$ cat config.mk
export PLATFORM = sky130hd
export DESIGN_NAME = cdb_arbiter
export DESIGN_NICKNAME = d
export VERILOG_FILES = /design/src/rtl/cdb_pkg.sv /design/src/rtl/rr_arbiter.sv /design/src/rtl/cdb_arbiter.sv
export SDC_FILE = /design/constraint.sdc
export NUM_CORES = 1
export LEC_CHECK = 0
export CAP_MARGIN = 20
export CELL_PAD_IN_SITES_DETAIL_PLACEMENT = 0
export CELL_PAD_IN_SITES_GLOBAL_PLACEMENT = 1
export CORE_ASPECT_RATIO = 1.75
export CORE_MARGIN = 2
export CORE_UTILIZATION = 26
export DETAILED_ROUTE_END_ITERATION = 6
export MAX_ROUTING_LAYER = met4
export PLACE_DENSITY = 0.77
export SYNTH_ARGS = -nofsm -noshare
export SYNTH_HDL_FRONTEND = slang
export SYNTH_HIERARCHICAL = 1
export SYNTH_SLANG_ARGS = --single-unit
$ cat constraint.sdc
create_clock -name clk -period 4 [get_ports clk]
set_input_delay 0.4 -clock clk [delete_from_list [all_inputs] [get_ports clk]]
set_output_delay 0.4 -clock clk [all_outputs]
set_load 0.03 [all_outputs]
$ cat src/rtl/cdb_pkg.sv
// cdb_pkg: shared defaults and broadcast record for the common data bus.
package cdb_pkg;
  localparam int NUM_SRC_DEF = 4;
  localparam int TAG_W_DEF   = 4;
  localparam int DATA_W_DEF  = 32;
  typedef struct packed {
    logic                  valid;
    logic [TAG_W_DEF-1:0]  tag;
    logic [DATA_W_DEF-1:0] data;
  } cdb_bcast_t;
endpackage

$ cat src/rtl/rr_arbiter.sv
// rr_arbiter: combinational round-robin pick of one request, scanning upward from ptr.
module rr_arbiter #(
  parameter int N  = 4,
  parameter int PW = 2
) (
  input  logic [N-1:0]  req,
  input  logic [PW-1:0] ptr,
  output logic [N-1:0]  gnt
);
  logic          found;
  logic [PW-1:0] idx;
  always_comb begin
    gnt   = '0;
    found = 1'b0;
    idx   = '0;
    for (int k = 0; k < N; k++) begin
      idx = PW'((32'(ptr) + k) % N);
      if (!found && req[idx]) begin
        gnt[idx] = 1'b1;
        found    = 1'b1;
      end
    end
  end
endmodule

$ cat src/rtl/cdb_arbiter.sv
// cdb_arbiter: picks one functional-unit result per cycle and broadcasts it on the CDB.
module cdb_arbiter
  import cdb_pkg::*;
#(
  parameter int NUM_SRC = NUM_SRC_DEF,
  parameter int TAG_W   = TAG_W_DEF,
  parameter int DATA_W  = DATA_W_DEF
) (
  input  logic                      clk,
  input  logic                      reset,
  input  logic                      flush,
  input  logic [NUM_SRC-1:0]        src_valid,
  input  logic [NUM_SRC*TAG_W-1:0]  src_tag,
  input  logic [NUM_SRC*DATA_W-1:0] src_data,
  output logic                      cdb_valid,
  output logic [TAG_W-1:0]          cdb_tag,
  output logic [DATA_W-1:0]         cdb_data,
  output logic [NUM_SRC-1:0]        cdb_grant,
  output logic [15:0]               bcast_count
);
  localparam int PW = NUM_SRC > 1 ? $clog2(NUM_SRC) : 1;
  logic               valid_q, valid_d;
  logic [TAG_W-1:0]   tag_q, tag_d;
  logic [DATA_W-1:0]  data_q, data_d;
  logic [NUM_SRC-1:0] grant_q, grant_d;
  logic [PW-1:0]      ptr_q, ptr_d;
  logic [15:0]        cnt_q, cnt_d;
  logic [NUM_SRC-1:0] elig, gnt;
  logic [TAG_W-1:0]   sel_tag;
  logic [DATA_W-1:0]  sel_data;
  logic [PW-1:0]      ptr_nxt;
  logic               any;
  // The source on the bus now still shows valid until the next edge, so skip it.
  assign elig = src_valid & ~({NUM_SRC{valid_q}} & grant_q);
  rr_arbiter #(.N(NUM_SRC), .PW(PW)) u_rr (
    .req (elig),
    .ptr (ptr_q),
    .gnt (gnt)
  );
  always_comb begin
    sel_tag  = '0;
    sel_data = '0;
    ptr_nxt  = ptr_q;
    for (int i = 0; i < NUM_SRC; i++) begin
      sel_tag  |= gnt[i] ? src_tag[i*TAG_W +: TAG_W] : '0;
      sel_data |= gnt[i] ? src_data[i*DATA_W +: DATA_W] : '0;
      ptr_nxt   = gnt[i] ? PW'((i + 1) % NUM_SRC) : ptr_nxt;
    end
    any     = (|gnt) && !flush;
    valid_d = any;
    grant_d = any ? gnt : '0;
    tag_d   = any ? sel_tag : tag_q;
    data_d  = any ? sel_data : data_q;
    ptr_d   = flush ? '0 : ptr_nxt;
    cnt_d   = (valid_d && cnt_q != 16'hFFFF) ? cnt_q + 16'd1 : cnt_q;
  end
  always_ff @(posedge clk or posedge reset) begin
    if (reset) begin
      valid_q <= 1'b0;
      tag_q   <= '0;
      data_q  <= '0;
      grant_q <= '0;
      ptr_q   <= '0;
      cnt_q   <= '0;
    end else begin
      valid_q <= valid_d;
      tag_q   <= tag_d;
      data_q  <= data_d;
      grant_q <= grant_d;
      ptr_q   <= ptr_d;
      cnt_q   <= cnt_d;
    end
  end
  assign cdb_valid   = valid_q;
  assign cdb_tag     = tag_q;
  assign cdb_data    = data_q;
  assign cdb_grant   = grant_q;
  assign bcast_count = cnt_q;
endmodule

Word level (Yosys, flattened, before mapping)
Cells that the tools add are included.
{"block": "totals", "output_inout_bits": 57, "inputBits": 151, "regBits": 59}
{"block": "classes", "order_cmp": 8, "mux": 37, "reduce_logical": 15, "addsub": 4, "eq_ne": 1, "n_bitwise": 12}
{"op": "two-way mux 32 bit", "n": 4}
{"op": "OR 32 bit", "n": 3}
{"op": "two-way mux 4 bit", "n": 9}
{"op": "OR 4 bit", "n": 6}
{"op": "adder 16 x 1 -> 16 bit (second input constant)", "n": 1}
{"op": "!= test 16 bit (second input constant)", "n": 1}
{"op": "< comparator 2 x 3 -> 1 bit (second input constant)", "n": 4}
{"op": "two-way mux 1 bit", "n": 11}
{"op": "two-way mux 2 bit", "n": 5}
{"op": "logical AND 1 bit", "n": 9}
{"op": "AND 4 bit", "n": 2}
{"op": "binary-select mux 1 bit (select 2 bit)", "n": 4}
{"op": "demux 1 bit (select 2 bit)", "n": 4}
{"op": ">= comparator 2 x 1 -> 1 bit (second input constant)", "n": 4}
{"op": "nonzero test 5 bit", "n": 1}
{"op": "adder 2 bit (second input constant)", "n": 2}
{"op": "zero test 1 bit", "n": 4}
{"op": "NOT 4 bit", "n": 1}
{"op": "OR reduction 4 bit", "n": 1}
{"op": "adder 2 x 1 -> 2 bit (second input constant)", "n": 1}

Depth between registers and ports, before layout
Gate-level depths: netlist of run 1.
{"block": "depth", "word_depth": 20, "ltp_mapped": 13}

By module
The synthesis of run 1 kept the hierarchy.
{"module": "cdb_arbiter", "n_inst": 1, "area_per_inst_um2": 3005.4, "cells_per_inst": 303}
{"module": "rr_arbiter", "n_inst": 1, "area_per_inst_um2": 337.8, "cells_per_inst": 36}

Worst setup path after synthesis of run 1
Ideal clock, no wire load.
{"block": "synth_path", "kind": "reg2reg", "from": "reg valid_q, in the netlist cdb_valid", "to": "reg cnt_q[1], in the netlist bcast_count[1]", "period_less_slack_ns": 2.963, "path_slack_ns": 1.037, "required_time_ns": 3.875, "arrival_ns": 2.838, "stages_incl_launch_ff": 11, "path_buffers": 1, "path_cell_list": "dfrtp_1 > a21boi_0 > mux4_2 > buf_6 > nor4b_4 > nand2_1 > o211ai_1 > nor4_4 > or2_4 > a21oi_1 > mux2_2"}
{"block": "synth_between", "elab_chain_cells": 18}
{"item": "from (decl)", "line_no": "cdb_arbiter.sv:22", "text": "logic valid_q, valid_d;"}
{"item": "from (signal assigned)", "line_no": "cdb_arbiter.sv:66", "text": "valid_q <= valid_d;"}
{"item": "AND 4 bit *", "line_no": "cdb_arbiter.sv:34", "text": "assign elig = src_valid & ~({NUM_SRC{valid_q}} & grant_q);"}
{"item": "NOT 4 bit *", "line_no": "cdb_arbiter.sv:34"}
{"item": "AND 4 bit *", "line_no": "cdb_arbiter.sv:34"}
{"item": "net elig[3]", "line_no": "cdb_arbiter.sv:28", "text": "logic [NUM_SRC-1:0] elig, gnt;"}
{"item": "binary-select mux 1 bit (select 2 bit)", "line_no": "rr_arbiter.sv:18", "text": "if (!found && req[idx]) begin"}
{"item": "two-way mux 1 bit (implied by the code)", "line_no": "rr_arbiter.sv:18"}
{"item": "two-way mux 1 bit", "line_no": "rr_arbiter.sv:18"}
{"item": "zero test 1 bit", "line_no": "rr_arbiter.sv:18"}
{"item": "[... 4 more ...]"}
{"item": "two-way mux 1 bit", "line_no": "rr_arbiter.sv:18"}
{"item": "zero test 1 bit", "line_no": "rr_arbiter.sv:18"}
{"item": "logical AND 1 bit", "line_no": "rr_arbiter.sv:18"}
{"item": "two-way mux 4 bit *", "line_no": "rr_arbiter.sv:18"}
{"item": "net gnt[1]", "line_no": "cdb_arbiter.sv:28"}
{"item": "OR reduction 4 bit *", "line_no": "cdb_arbiter.sv:49", "text": "any = (|gnt) && !flush;"}
{"item": "logical AND 1 bit *", "line_no": "cdb_arbiter.sv:49"}
{"item": "logical AND 1 bit *", "line_no": "cdb_arbiter.sv:55", "text": "cnt_d = (valid_d && cnt_q != 16'hFFFF) ? cnt_q + 16'd1 : cnt_q;"}
{"item": "to (signal assigned)", "line_no": "cdb_arbiter.sv:71", "text": "cnt_q <= cnt_d;"}
{"item": "to (decl)", "line_no": "cdb_arbiter.sv:27", "text": "logic [15:0] cnt_q, cnt_d;"}
The timed path passes the listed nets; every way through them passes the cells marked *. The select of a mux whose other input is x is not followed.
A chain may end at the register's enable or synchronous reset.

Worst setup path after layout of run 1
{"block": "layout_path", "from": "reg ptr_q[0]", "to": "reg data_q[19], in the netlist cdb_data[19]"}
{"block": "layout_between", "elab_chain_cells": 16}
{"item": "from (decl)", "line_no": "cdb_arbiter.sv:26", "text": "logic [PW-1:0] ptr_q, ptr_d;"}
{"item": "from (signal assigned)", "line_no": "cdb_arbiter.sv:70", "text": "ptr_q <= ptr_d;"}
{"item": "parallel branches: the longest is 11 deep, another holds < comparator 2 x 3 -> 1 bit"}
{"item": "two-way mux 4 bit *", "line_no": "rr_arbiter.sv:18"}
{"item": "net gnt[1]", "line_no": "cdb_arbiter.sv:28"}
{"item": "two-way mux 32 bit", "line_no": "cdb_arbiter.sv:46", "text": "sel_data |= gnt[i] ? src_data[i*DATA_W +: DATA_W] : '0;"}
{"item": "OR 32 bit (3 in series)", "line_no": "cdb_arbiter.sv:46"}
{"item": "to (signal assigned)", "line_no": "cdb_arbiter.sv:68", "text": "data_q <= data_d;"}
{"item": "to (decl)", "line_no": "cdb_arbiter.sv:24", "text": "logic [DATA_W-1:0] data_q, data_d;"}
Mark *: on every way through the listed nets, which the timed path passes. The select of a mux whose other input is x is not followed.

==> summary.md, run 1 <==
| Metric | Value |
|---|---|
| WS Path Type | reg -> reg |
| Synthesized cell area | between 0.003 and 0.004 sq mm |
| CTS Root Cell | clkbuf_16 |
| Area leader, netlist | dfrtp_1 |
| Post-synthesis mux area share | 3.26% |
| IO Count | 208 |
| Asr flop ratio synth | 100% |
| Core area | 0.0125 sq mm |
| CTS Sinks | 59 |
| CP Capture Type | flop |
| Compound-gate portion of the synthesized area | 28.3% |
| Routed WL | 12900 um |
| Sw Ratio | 45.8% |
| Vias per inst | 5.02 |
| Hold buffers post-CTS | 0 |
| Synth cell count leaders | a22oi_1 (72), dfrtp_1 (59), nor2_1 (45), a31oi_1 (36), clkbuf_1 (16) |
| Synth Area in Simple Gates | 13.3% |
| Num rows | 54 |
| Worst Hold Class | reg -> reg |
| Syn nets | 497 |
| # DRC | 0 |
| CTS tree | built |
| Max Clock Skew | 7.07 ps |
| Largest net degree at the start of global routing | 46 |
| Cell internal pwr | 2.58 mW |
| Post-synthesis sequential area ratio | 44.2% |
| Largest family of logic cells by synthesized area | compound AO/OA/AOI/OAI gates |
| Nets | a little under 700 |
| Outcome | finished, final reports clean |
| Routed WL per cell | 18.2 um |
| Layout cells sized above 1 | 6.45% |
| Post-synthesis sequential element count | 59 |
| Starting Density | a little over a quarter |
| Fmax | 310 MHz |
| Crit Path Max Fanout | between 40 and 50 |
| Worst vdd ir | 383 uV |
| GPL Wtd Cong | 0.824 |
| Post-Synth XOR/XNOR Area | 2.88% |
| Die width | ~90 um |
| Hold Fails Final Rpt | 0 |
| Initial DRC count | roughly 170 |
| Post-place instance area | 0.00553 sq mm |
| First-pass GRT wire length | 20100 um |
| Slowest stage cell, crit path | dfrtp_1 |
| Worst-margin pin slew | slightly below 800 ps |
| Clk_lat worst skew | ~320 ps |
| Final ANT Viol Nets | 0 |
| CP Launch Type | flop |
| Post-Synth Adder-Cell Area | 2.62% |
| Fin. max-slew vios | 0 |
| PortBufs | between 200 and 250 |
| Cell with the most instances after synthesis | a22oi_1 |
| Clk slew on worst S/H paths | ~60 ps |
| Total GRT Usage | 19.0% |
| Max Cap Viol | 0 |
| RSZ-0062 raised after global routing | no |
| Hpwl dp | between 9000 and 10000 um |
| Storage cell area | 0.00148 sq mm |
| Pwr Density | 811 mW/mm^2 |
| Post-synth EDFFs | 0 |
| # H-tree levels | 3 |
| Average size of a mapped cell | 9.86 sq um |
| Sw Pwr | between 2 and 2.5 mW |
| Clock group share of total power | 17.9% |
| DR pass1 iterations | 4 |
| Primary FF master, synth | dfrtp_1 |
| Area growth syn-to-layout | 75.3% |
| Via count | 3571 |
| Delay of the slowest cell on the worst path | 540 ps |
| Top cell type's share of synthesized area | 44.2% |
| Die height | 154 um |
| Synth Warn # | 6 |
| Vias in the first global route | around 3700 |
| Die area | 0.0138 sq mm |
| Post-CTS Repair Setup Buffers | 0 |
| Final setup fails | 0 |
| Sequential cell fraction of total power | roughly 22% |
| Setup TNS | 0 ps |
| Top cells by area, synth | dfrtp_1 (44%), a22oi_1 (16%), a31oi_1 (6.7%) |
| Required time of the worst setup path | roughly 4200 ps |
| Fin crit share | 80.6% |
| Number of fill cells | 1197 |
| Critical Path AT | approximately 3500 ps |
| Cell count after synthesis | 339 |
| Resized Gates After CTS | 0 |
| Post-synthesis cell type count | 35 |
| CP Cell Sequence | inv_1 -> ha_1 -> mux4_2 -> nor4b_4 -> nand2_1 -> o211ai_1 -> nor4_4 -> or2_4 -> inv_2 -> buf_4 -> nor2_1 -> a31oi_1 |
| Footprint of the multi-input gates | 0.00169 sq mm |
| Cell area after layout | 0.00586 sq mm |
| Crit path time final | 3230 ps |
| Initial antenna violation count | 1 |
| Num CTS Buffers | 9 |
| Total grt overflow | 0 |
| Leakage power | around 2.2 nW |
| Max-slew headroom | 47.4% |
| Clock buffer depth | 2 |
| Comb pwr share | 60.2% |
[flip-flops by register name, summed over array words and instances, names as in the netlist]
signal       cells
cdb_data        32
ptr_q            2
cdb_valid        1
cdb_tag          4
bcast_count     16
cdb_grant        4
[worst max-delay path: cells and delay by family, from the launching register on]
| family | cells | cell delay [ps] |
|---|---|---|
| buffers and inverters | 3 | 590 |
| flip-flops | 1 | 540 |
| AND/OR/NAND/NOR | 5 | 920 |
| multiplexers | 1 | 380 |
| adder cells (fa/ha/maj) | 1 | 360 |
| AO/OA/AOI/OAI | 2 | 340 |
[through the flow]
stage / util (%) / instances / setup slack [ps] / total power, mW / hold slack [ps]
finish: 46.9 / 712 / 774 / 4.76 / 518
global route: 46.9 / 712 / 489 / 5.05 / 546
CTS: 46.9 / 711 / 742 / 4.81 / 521
detailed placement: 44.2 / 695 / 545 / 3.94 / 510
global placement: 44.2 / 695 / 675 / 3.91 / 510
floorplan: - / 339 / 1040 / 2.88 / 626
[routing by layer]
metal / share of wire, % / track usage [%] / up-vias
met5: 0 / - / -
met4: 1.7 / 6.59 / 0
met3: 6.4 / 4.80 / 15
met2: 54 / 33.9 / 164
met1: 38 / 20.4 / 1694
li1: - / - / 1698
[kinds of logic after synthesis]
family                   after synthesis
AO/OA/AOI/OAI                        134
XOR/XNOR                              11
adder cells (fa/ha/maj)                7
buffers and inverters                 35
flip-flops                            59
multiplexers                           5
AND/OR/NAND/NOR                       88
[worst paths after layout]
path,end,cells after the start,slack (ps),startpoint
worst max-delay path,cdb_data[19],12,770,ptr_q[0]
worst min-delay path,bcast_count[15],1,520,bcast_count[15]
worst max register to register,cdb_data[19],12,770,ptr_q[0]
worst min register to register,bcast_count[15],1,520,bcast_count[15]
max in group asynchronous,bcast_count[8],3,2620,reset
min in group asynchronous,cdb_data[1],2,550,reset
[area by class of cell]
type	instances	share of cell area, %
Clock buffer	12	4.38
Antenna cell	1	0.0427
Multi-Input combinational cell	245	28.8
Sequential cell	59	25.2
Inverter	9	0.576
Tap cell	168	3.59
Timing Repair Buffer	214	36.2
Clock inverter	4	1.24
[cells in the final DEF (no fill, tap or decap), types with 5 or more instances in the layout]
cell type	Yosys	final
dfrtp_1	59	59
o211ai_1	5	5
a31oi_1	36	36
clkbuf_16	0	9
nand3_1	7	7
nor2b_1	5	5
nand2_1	11	11
nor3_1	5	5
buf_4	0	7
clkdlybuf4s50_1	0	207
inv_1	8	7
xnor2_1	8	8
nor2_1	45	45
a22oi_1	72	72
ha_1	7	7
a21oi_1	9	9
[power groups by stage]
stage | sequential, mW | clock (mW) | combinational, mW
6_report | 1.04 | 0.850 | 2.86
5_1_grt | 1.08 | 0.898 | 3.07
4_1_cts | 1.05 | 0.872 | 2.90
3_5_place_dp | 1.05 | 0 | 2.89
3_3_place_gp | 1.04 | 0 | 2.87
2_1_floorplan | 1.49 | 0 | 1.39
No activity file was read; power rests on OpenSTA's default activity.
==> run 2, diff against run 1 <==
--- a/config.mk
+++ b/config.mk
@@ -10,10 +10,10 @@
 export CELL_PAD_IN_SITES_GLOBAL_PLACEMENT = 1
 export CORE_ASPECT_RATIO = 1.75
 export CORE_MARGIN = 2
-export CORE_UTILIZATION = 26
+export CORE_UTILIZATION = 24
 export DETAILED_ROUTE_END_ITERATION = 6
 export MAX_ROUTING_LAYER = met4
-export PLACE_DENSITY = 0.77
+export PLACE_DENSITY = 0.75
 export SYNTH_ARGS = -nofsm -noshare
 export SYNTH_HDL_FRONTEND = slang
 export SYNTH_HIERARCHICAL = 1
==> constraint.sdc (replaced) <==
create_clock -name clk -period 2.86 [get_ports clk]
set_input_delay 0.286 -clock clk [delete_from_list [all_inputs] [get_ports clk]]
set_output_delay 0.286 -clock clk [all_outputs]
set_load 0.03 [all_outputs]
==> summary.md, run 2 (synthesized netlist as in run 1, its figures left out) <==
| Metric | Value |
|---|---|
| Required time of the worst setup path | 3070 ps (was 4240 ps) |
| Hold buffers post-CTS | 0 (unchanged) |
| Clk_lat worst skew | 330 ps (was 320 ps) |
| Crit Path Max Fanout | 7 (was 45) |
| First-pass GRT wire length | 19800 um (was 20100 um) |
| Fmax | 351 MHz (was 310 MHz) |
| WS Path Type | reg -> reg (unchanged) |
| Die area | 0.0149 sq mm (was 0.0138 sq mm) |
| Antenna Cells | 0 (was 1) |
| R2R Setup Slk | 10 ps (was 770 ps) |
| Final setup fails | 0 (unchanged) |
| Reg2reg end | bcast_count[1] (was cdb_data[19]) |
| Worst setup margin | 12.5 ps (was 774 ps) |
| Total grt overflow | 0 (unchanged) |
| Vias in the first global route | 3735 (was 3718) |
| Sequential cell fraction of total power | 20.5% (was 21.9%) |
| Num CTS Buffers | 9 (unchanged) |
| Clock buffer depth | 2 (unchanged) |
| Fin. max-slew vios | 0 (unchanged) |
| Sw Pwr | 3.42 mW (was 2.18 mW) |
| Leakage power | 2.40 nW (was 2.24 nW) |
| Vias per inst | 5.05 (was 5.02) |
| Max Clock Skew | 4.42 ps (was 7.07 ps) |
| # H-tree levels | 3 (unchanged) |
| Clock group share of total power | 13.7% (was 17.9%) |
| Hpwl dp | 9580 um (was 9300 um) |
| Setup TNS | 0 ps (unchanged) |
| Routed WL per cell | 19.2 um (was 18.2 um) |
| GPL Wtd Cong | 0.802 (was 0.824) |
| PortBufs | 207 (unchanged) |
| Max Cap Viol | 0 (unchanged) |
| Clk slew on worst S/H paths | 50 ps (was 60 ps) |
| Die height | 160 um (was 154 um) |
| Area growth syn-to-layout | 91.5% (was 75.3%) |
| IO Count | 208 (unchanged) |
| CTS Sinks | 59 (unchanged) |
| Initial DRC count | 181 (was 168) |
| Via count | 3747 (was 3571) |
| Most common cell after layout, fill and taps aside | clkdlybuf4s50_1 (unchanged) |
| Comb pwr share | 65.8% (was 60.2%) |
| Layout cells sized above 1 | 20.4% (was 6.45%) |
| Num rows | 57 (was 54) |
| Sw Ratio | 46.8% (was 45.8%) |
| Routed WL | 14300 um (was 12900 um) |
| Crit path time final | 2850 ps (was 3230 ps) |
| Worst R2R Path Depth | 10 (was 12) |
| DR pass1 iterations | 4 (unchanged) |
| # DRC | 0 (unchanged) |
| Cell internal pwr | 3.90 mW (was 2.58 mW) |
| Commonest cells after routing, fill and taps aside | clkdlybuf4s50_1 (207), a22oi_1 (72), dfrtp_1 (53), a31oi_1 (28), nor2_1 (24) (was clkdlybuf4s50_1 (207), a22oi_1 (72), dfrtp_1 (59), nor2_1 (45), a31oi_1 (36)) |
| Nets | 718 (was 696) |
| Outcome | finished, final reports clean (unchanged) |
| Pre-CTS WS | -366 ps (was 545 ps) |
| RR Startpoint | ptr_q[0] (unchanged) |
| Initial antenna violation count | 0 (was 1) |
| RSZ-0062 raised after global routing | yes (was no) |
| Cell area after layout | 0.00640 sq mm (was 0.00586 sq mm) |
| Pwr Density | 1140 mW/mm^2 (was 811 mW/mm^2) |
| Critical Path AT | 3060 ps (was 3470 ps) |
| WL met3 | 799 um (was 834 um) |
| DRT met1 WL | 5620 um (was 4930 um) |
| Starting Density | 24.3% (was 26.7%) |
| Largest net degree at the start of global routing | 42 (was 46) |
| Max reg flops | 32 (unchanged) |
| Tot Pwr | 7.32 mW (was 4.76 mW) |
| Final ANT Viol Nets | 0 (unchanged) |
| Core area | 0.0138 sq mm (was 0.0125 sq mm) |
| CTS tree | built (unchanged) |
| CP Launch Type | flop (unchanged) |
| CP Capture Type | flop (unchanged) |
| Worst-margin pin slew | 685 ps (was 788 ps) |
| Number of fill cells | 1292 (was 1197) |
| Worst vdd ir | 684 uV (was 383 uV) |
| Die width | 93.2 um (was 89.7 um) |
| Worst Hold Class | in -> async (was reg -> reg) |
| Met2 WL | 7620 um (was 6960 um) |
| Hold Fails Final Rpt | 0 (unchanged) |
| Max-slew headroom | 54.2% (was 47.4%) |
| Highest metal used | met4 (unchanged) |
| CTS Root Cell | clkbuf_16 (unchanged) |
| Post-place instance area | 0.00568 sq mm (was 0.00553 sq mm) |
| Fin crit share | 99.6% (was 80.6%) |
| Hold Slack | 384 ps (was 518 ps) |
| Total GRT Usage | 17.6% (was 19.0%) |
-- run 2: changes by cell type in the layout (fill, tap and decap cells not counted), moves of 5 or more --
cell       before  now
buf_4           7   16
a31oi_2         0    7
dfrtp_1        59   53
a31oi_1        36   28
a21oi_2         0    5
nor2_1         45   24
a21oi_1         9    3
dfrtp_2         0    6
nor2_2          0   17
clkbuf_16       9   14
-- run 2: critical path, stage by stage, from the launching register on --
cell and delay [ps]:
dfrtp_2 410, buf_6 130, mux4_2 610, nor4b_4 390, nand2_1 120, o211ai_1 100, buf_4 160, nor4_4 50
or2_4 310, a21oi_4 140, mux2_4 310
-- run 2: power by group through the flow --
| stage | combinational (mW) | sequential (mW) | clock (mW) |
|---|---|---|---|
| after detailed placement | 4.19 | 1.46 | 0 |
| after global placement | 4.15 | 1.45 | 0 |
| after CTS | 4.23 | 1.45 | 1.02 |
| after floorplan | 1.95 | 2.09 | 0 |
| final | 4.82 | 1.50 | 0.999 |
| after global routing | 5.15 | 1.55 | 1.06 |
-- run 2: layer usage --
| layer | up-vias | GRT usage, % |
|---|---|---|
| met5 | - | - |
| met4 | 0 | 5.61 |
| met3 | 14 | 3.92 |
| met2 | 146 | 31.5 |
| met1 | 1841 | 19.0 |
| li1 | 1746 | - |
-- run 2: worst max path at each step --
stage                             from         endpoint  slack (ps)
after CTS                    cdb_valid       cdb_tag[1]         0.2
after floorplan              cdb_valid   bcast_count[1]          10
final                         ptr_q[0]   bcast_count[1]          10
after detailed placement  src_valid[3]  bcast_count[10]        -370
after global placement    src_valid[3]  bcast_count[10]        -320
after global routing          ptr_q[0]   bcast_count[2]        -110
-- run 2: final cells by class --
cell class | instances | area [sq um] | share of cell area [%]
inverter | 9 | 48.8 | 0.762
multi-input combinational | 245 | 1940 | 30.3
tap | 177 | 221 | 3.46
clock inverter | 5 | 30.0 | 0.469
timing repair buffer | 236 | 2440 | 38.1
clock buffer | 11 | 243 | 3.79
sequential | 59 | 1480 | 23.2
-- run 2: per-stage QoR --
step	util (%)	cells
after floorplan	-	339
after global placement	41.2	716
after detailed placement	41.2	716
after CTS	43.3	732
after global routing	46.5	742
final	46.5	742
-- run 2: repair_timing --
item	4_1_cts	5_1_grt
buffers inserted	0	5
gates resized for setup	4	72
pin swaps	3	16
endpoints found under the setup margin	5	53
gates cloned	0	5
hold endpoints to repair	0	0
==> run 3, diff against run 2 <==
==> constraint.sdc (replaced) <==
create_clock -name clk -period 2.86 [get_ports clk]
set_input_delay 0.572 -clock clk [delete_from_list [all_inputs] [get_ports clk]]
set_output_delay 0.572 -clock clk [all_outputs]
set_load 0.03 [all_outputs]
==> summary.md, run 3 (synthesized netlist as in run 1, its figures left out) <==
| Metric | Value |
|---|---|
| Pwr Density | 1150 mW/mm^2 (was 1140 mW/mm^2) |
| CTS Root Cell | clkbuf_16 (unchanged) |
| Clock group share of total power | 13.8% (was 13.7%) |
| RSZ-0062 raised after global routing | yes (unchanged) |
| Worst-margin pin slew | 548 ps (was 685 ps) |
| Failing checks | negative setup slack |
| Sw Ratio | 46.4% (was 46.8%) |
| Final setup fails | 10 (was 0) |
| Starting Density | 24.3% (unchanged) |
| CP Launch Type | primary input (was flop) |
| Max Clock Skew | 5.20 ps (was 4.42 ps) |
| Largest net degree at the start of global routing | 40 (was 42) |
| CTS Sinks | 59 (unchanged) |
| Core area | 0.0138 sq mm (unchanged) |
| # DRC | 0 (unchanged) |
| Pre-CTS WS | -662 ps (was -366 ps) |
| Setup TNS | -467 ps (was 0 ps) |
| Fmax | 339 MHz (was 351 MHz) |
| R2R Setup Slk | -70 ps (was 10 ps) |
| Die height | 160 um (unchanged) |
| Commonest cells after routing, fill and taps aside | clkdlybuf4s50_1 (203), a22oi_1 (72), dfrtp_1 (57), nor2_1 (40), a31oi_1 (26) (was clkdlybuf4s50_1 (207), a22oi_1 (72), dfrtp_1 (53), a31oi_1 (28), nor2_1 (24)) |
| Fin. max-slew vios | 0 (unchanged) |
| Start point of the critical path | src_valid[1] (was ptr_q[0]) |
| Critical Path AT | 3170 ps (was 3060 ps) |
| Worst Hold Class | reg -> reg (was in -> async) |
| Worst setup margin | -87.2 ps (was 12.5 ps) |
| Hold Fails Final Rpt | 0 (unchanged) |
| Fin crit share | 103% (was 99.6%) |
| PortBufs | 207 (unchanged) |
| WHS Path Cells | 1 |
| WS Path Type | in -> reg (was reg -> reg) |
| Hpwl dp | 9630 um (was 9580 um) |
| Routed WL | 13700 um (was 14300 um) |
| Cell internal pwr | 3.95 mW (was 3.90 mW) |
| CP Capture Type | flop (unchanged) |
| Sw Pwr | 3.43 mW (was 3.42 mW) |
| Max-slew headroom | 63.3% (was 54.2%) |
| Die area | 0.0149 sq mm (unchanged) |
| Sequential cell fraction of total power | 20.1% (was 20.5%) |
| Die width | 93.2 um (unchanged) |
| Clock buffer depth | 2 (unchanged) |
| Clk_lat worst skew | 330 ps (about the same) |
| Max reg flops | 32 (unchanged) |
| Num CTS Buffers | 9 (unchanged) |
| Reg2reg end | bcast_count[15] (was bcast_count[1]) |
| Num rows | 57 (unchanged) |
| Hold buffers post-CTS | 0 (unchanged) |
| Routed WL per cell | 18.3 um (was 19.2 um) |
| Via count | 3765 (was 3747) |
| Final Util | 46.6% (was 46.5%) |
| IO Count | 208 (unchanged) |
| Clk slew on worst S/H paths | 60 ps (was 50 ps) |
| RR Startpoint | cdb_valid (was ptr_q[0]) |
| First-pass GRT wire length | 20500 um (was 19800 um) |
| CTS tree | built (unchanged) |
| Leakage power | 2.46 nW (was 2.40 nW) |
| Initial antenna violation count | 0 (unchanged) |
| Worst R2R Path Depth | 13 (was 10) |
| Crit path time final | 2950 ps (was 2850 ps) |
| Nets | 724 (was 718) |
| Required time of the worst setup path | 3080 ps (was 3070 ps) |
| Vias in the first global route | 3933 (was 3735) |
| Final ANT Viol Nets | 0 (unchanged) |
| Layout cells sized above 1 | 17.2% (was 20.4%) |
| Setup crit end | bcast_count[15] (was bcast_count[1]) |
| Max Cap Viol | 0 (unchanged) |
| Most common cell after layout, fill and taps aside | clkdlybuf4s50_1 (unchanged) |
| Total GRT Usage | 18.1% (was 17.6%) |
| # H-tree levels | 3 (unchanged) |
| Worst vdd ir | 751 uV (was 684 uV) |
| Area growth syn-to-layout | 91.7% (was 91.5%) |
| Initial DRC count | 127 (was 181) |
| Vias per inst | 5.03 (was 5.05) |
| Antenna Cells | 0 (unchanged) |
| DR pass1 iterations | 4 (unchanged) |
| Total grt overflow | 0 (unchanged) |
| GPL Wtd Cong | 0.777 (was 0.802) |
| Outcome | finished with violations (was finished, final reports clean) |
| Comb pwr share | 66.1% (was 65.8%) |
| Crit Path Max Fanout | 5 (was 7) |
run 3: layout make-up:
type | count | area, sq um
Clock buffer | 9 | 225
Inverter | 9 | 41.3
Tap cell | 177 | 221
Fill cell | 1311 | 7360
Timing Repair Buffer | 242 | 2460
Multi-Input combinational cell | 245 | 1930
Clock inverter | 7 | 53.8
Sequential cell | 59 | 1480
run 3: power by group through the flow:
stage	registers, mW	logic, mW	clock network [mW]
floorplan	2.09	1.95	0
global placement	1.45	4.16	0
detailed placement	1.46	4.21	0
CTS	1.48	4.62	1.05
global route	1.53	5.22	1.09
finish	1.48	4.88	1.02
run 3: timing repair:
item,CTS,global route
buffers inserted,7,4
resized for setup,44,25
pin swaps,10,12
endpoints found under the setup margin,54,53
gates cloned,2,0
run 3: layer usage:
| metal | global-route usage, % | vias up | part of all wire [%] |
|---|---|---|---|
| li1 | - | 1761 | - |
| met4 | 4.95 | 0 | 1.7 |
| met3 | 4.43 | 17 | 6.9 |
| met2 | 32.3 | 169 | 53 |
| met5 | - | - | 0 |
| met1 | 19.7 | 1818 | 39 |
run 3: worst max-delay path, stage by stage:
cell	delay [ps]
dlygate4sd2_1	230
a21boi_4	140
mux4_2	550
nor4b_4	370
nand2_1	140
o211ai_1	130
buf_4	170
nor4_4	40
buf_4	160
buf_6	120
nor3_4	120
buf_6	140
nand4b_1	120
xnor2_1	150
run 3: how the worst min path moves through the flow:
stage,from,endpoint,slack [ps]
after floorplan,bcast_count[15],bcast_count[15],670
after global placement,bcast_count[15],bcast_count[15],490
after detailed placement,bcast_count[15],bcast_count[15],500
after CTS,bcast_count[15],bcast_count[15],510
after global routing,bcast_count[15],bcast_count[15],530
final,bcast_count[15],bcast_count[15],510
run 3: metrics by stage:
stage	instances	hold slack [ps]	cell area [sq um]	power [mW]
2_1_floorplan	339	669	3350	4.04
3_3_place_gp	720	489	5690	5.61
3_5_place_dp	720	499	5690	5.67
4_1_cts	745	506	6240	7.14
5_1_grt	748	530	6410	7.83
6_report	748	510	6410	7.38
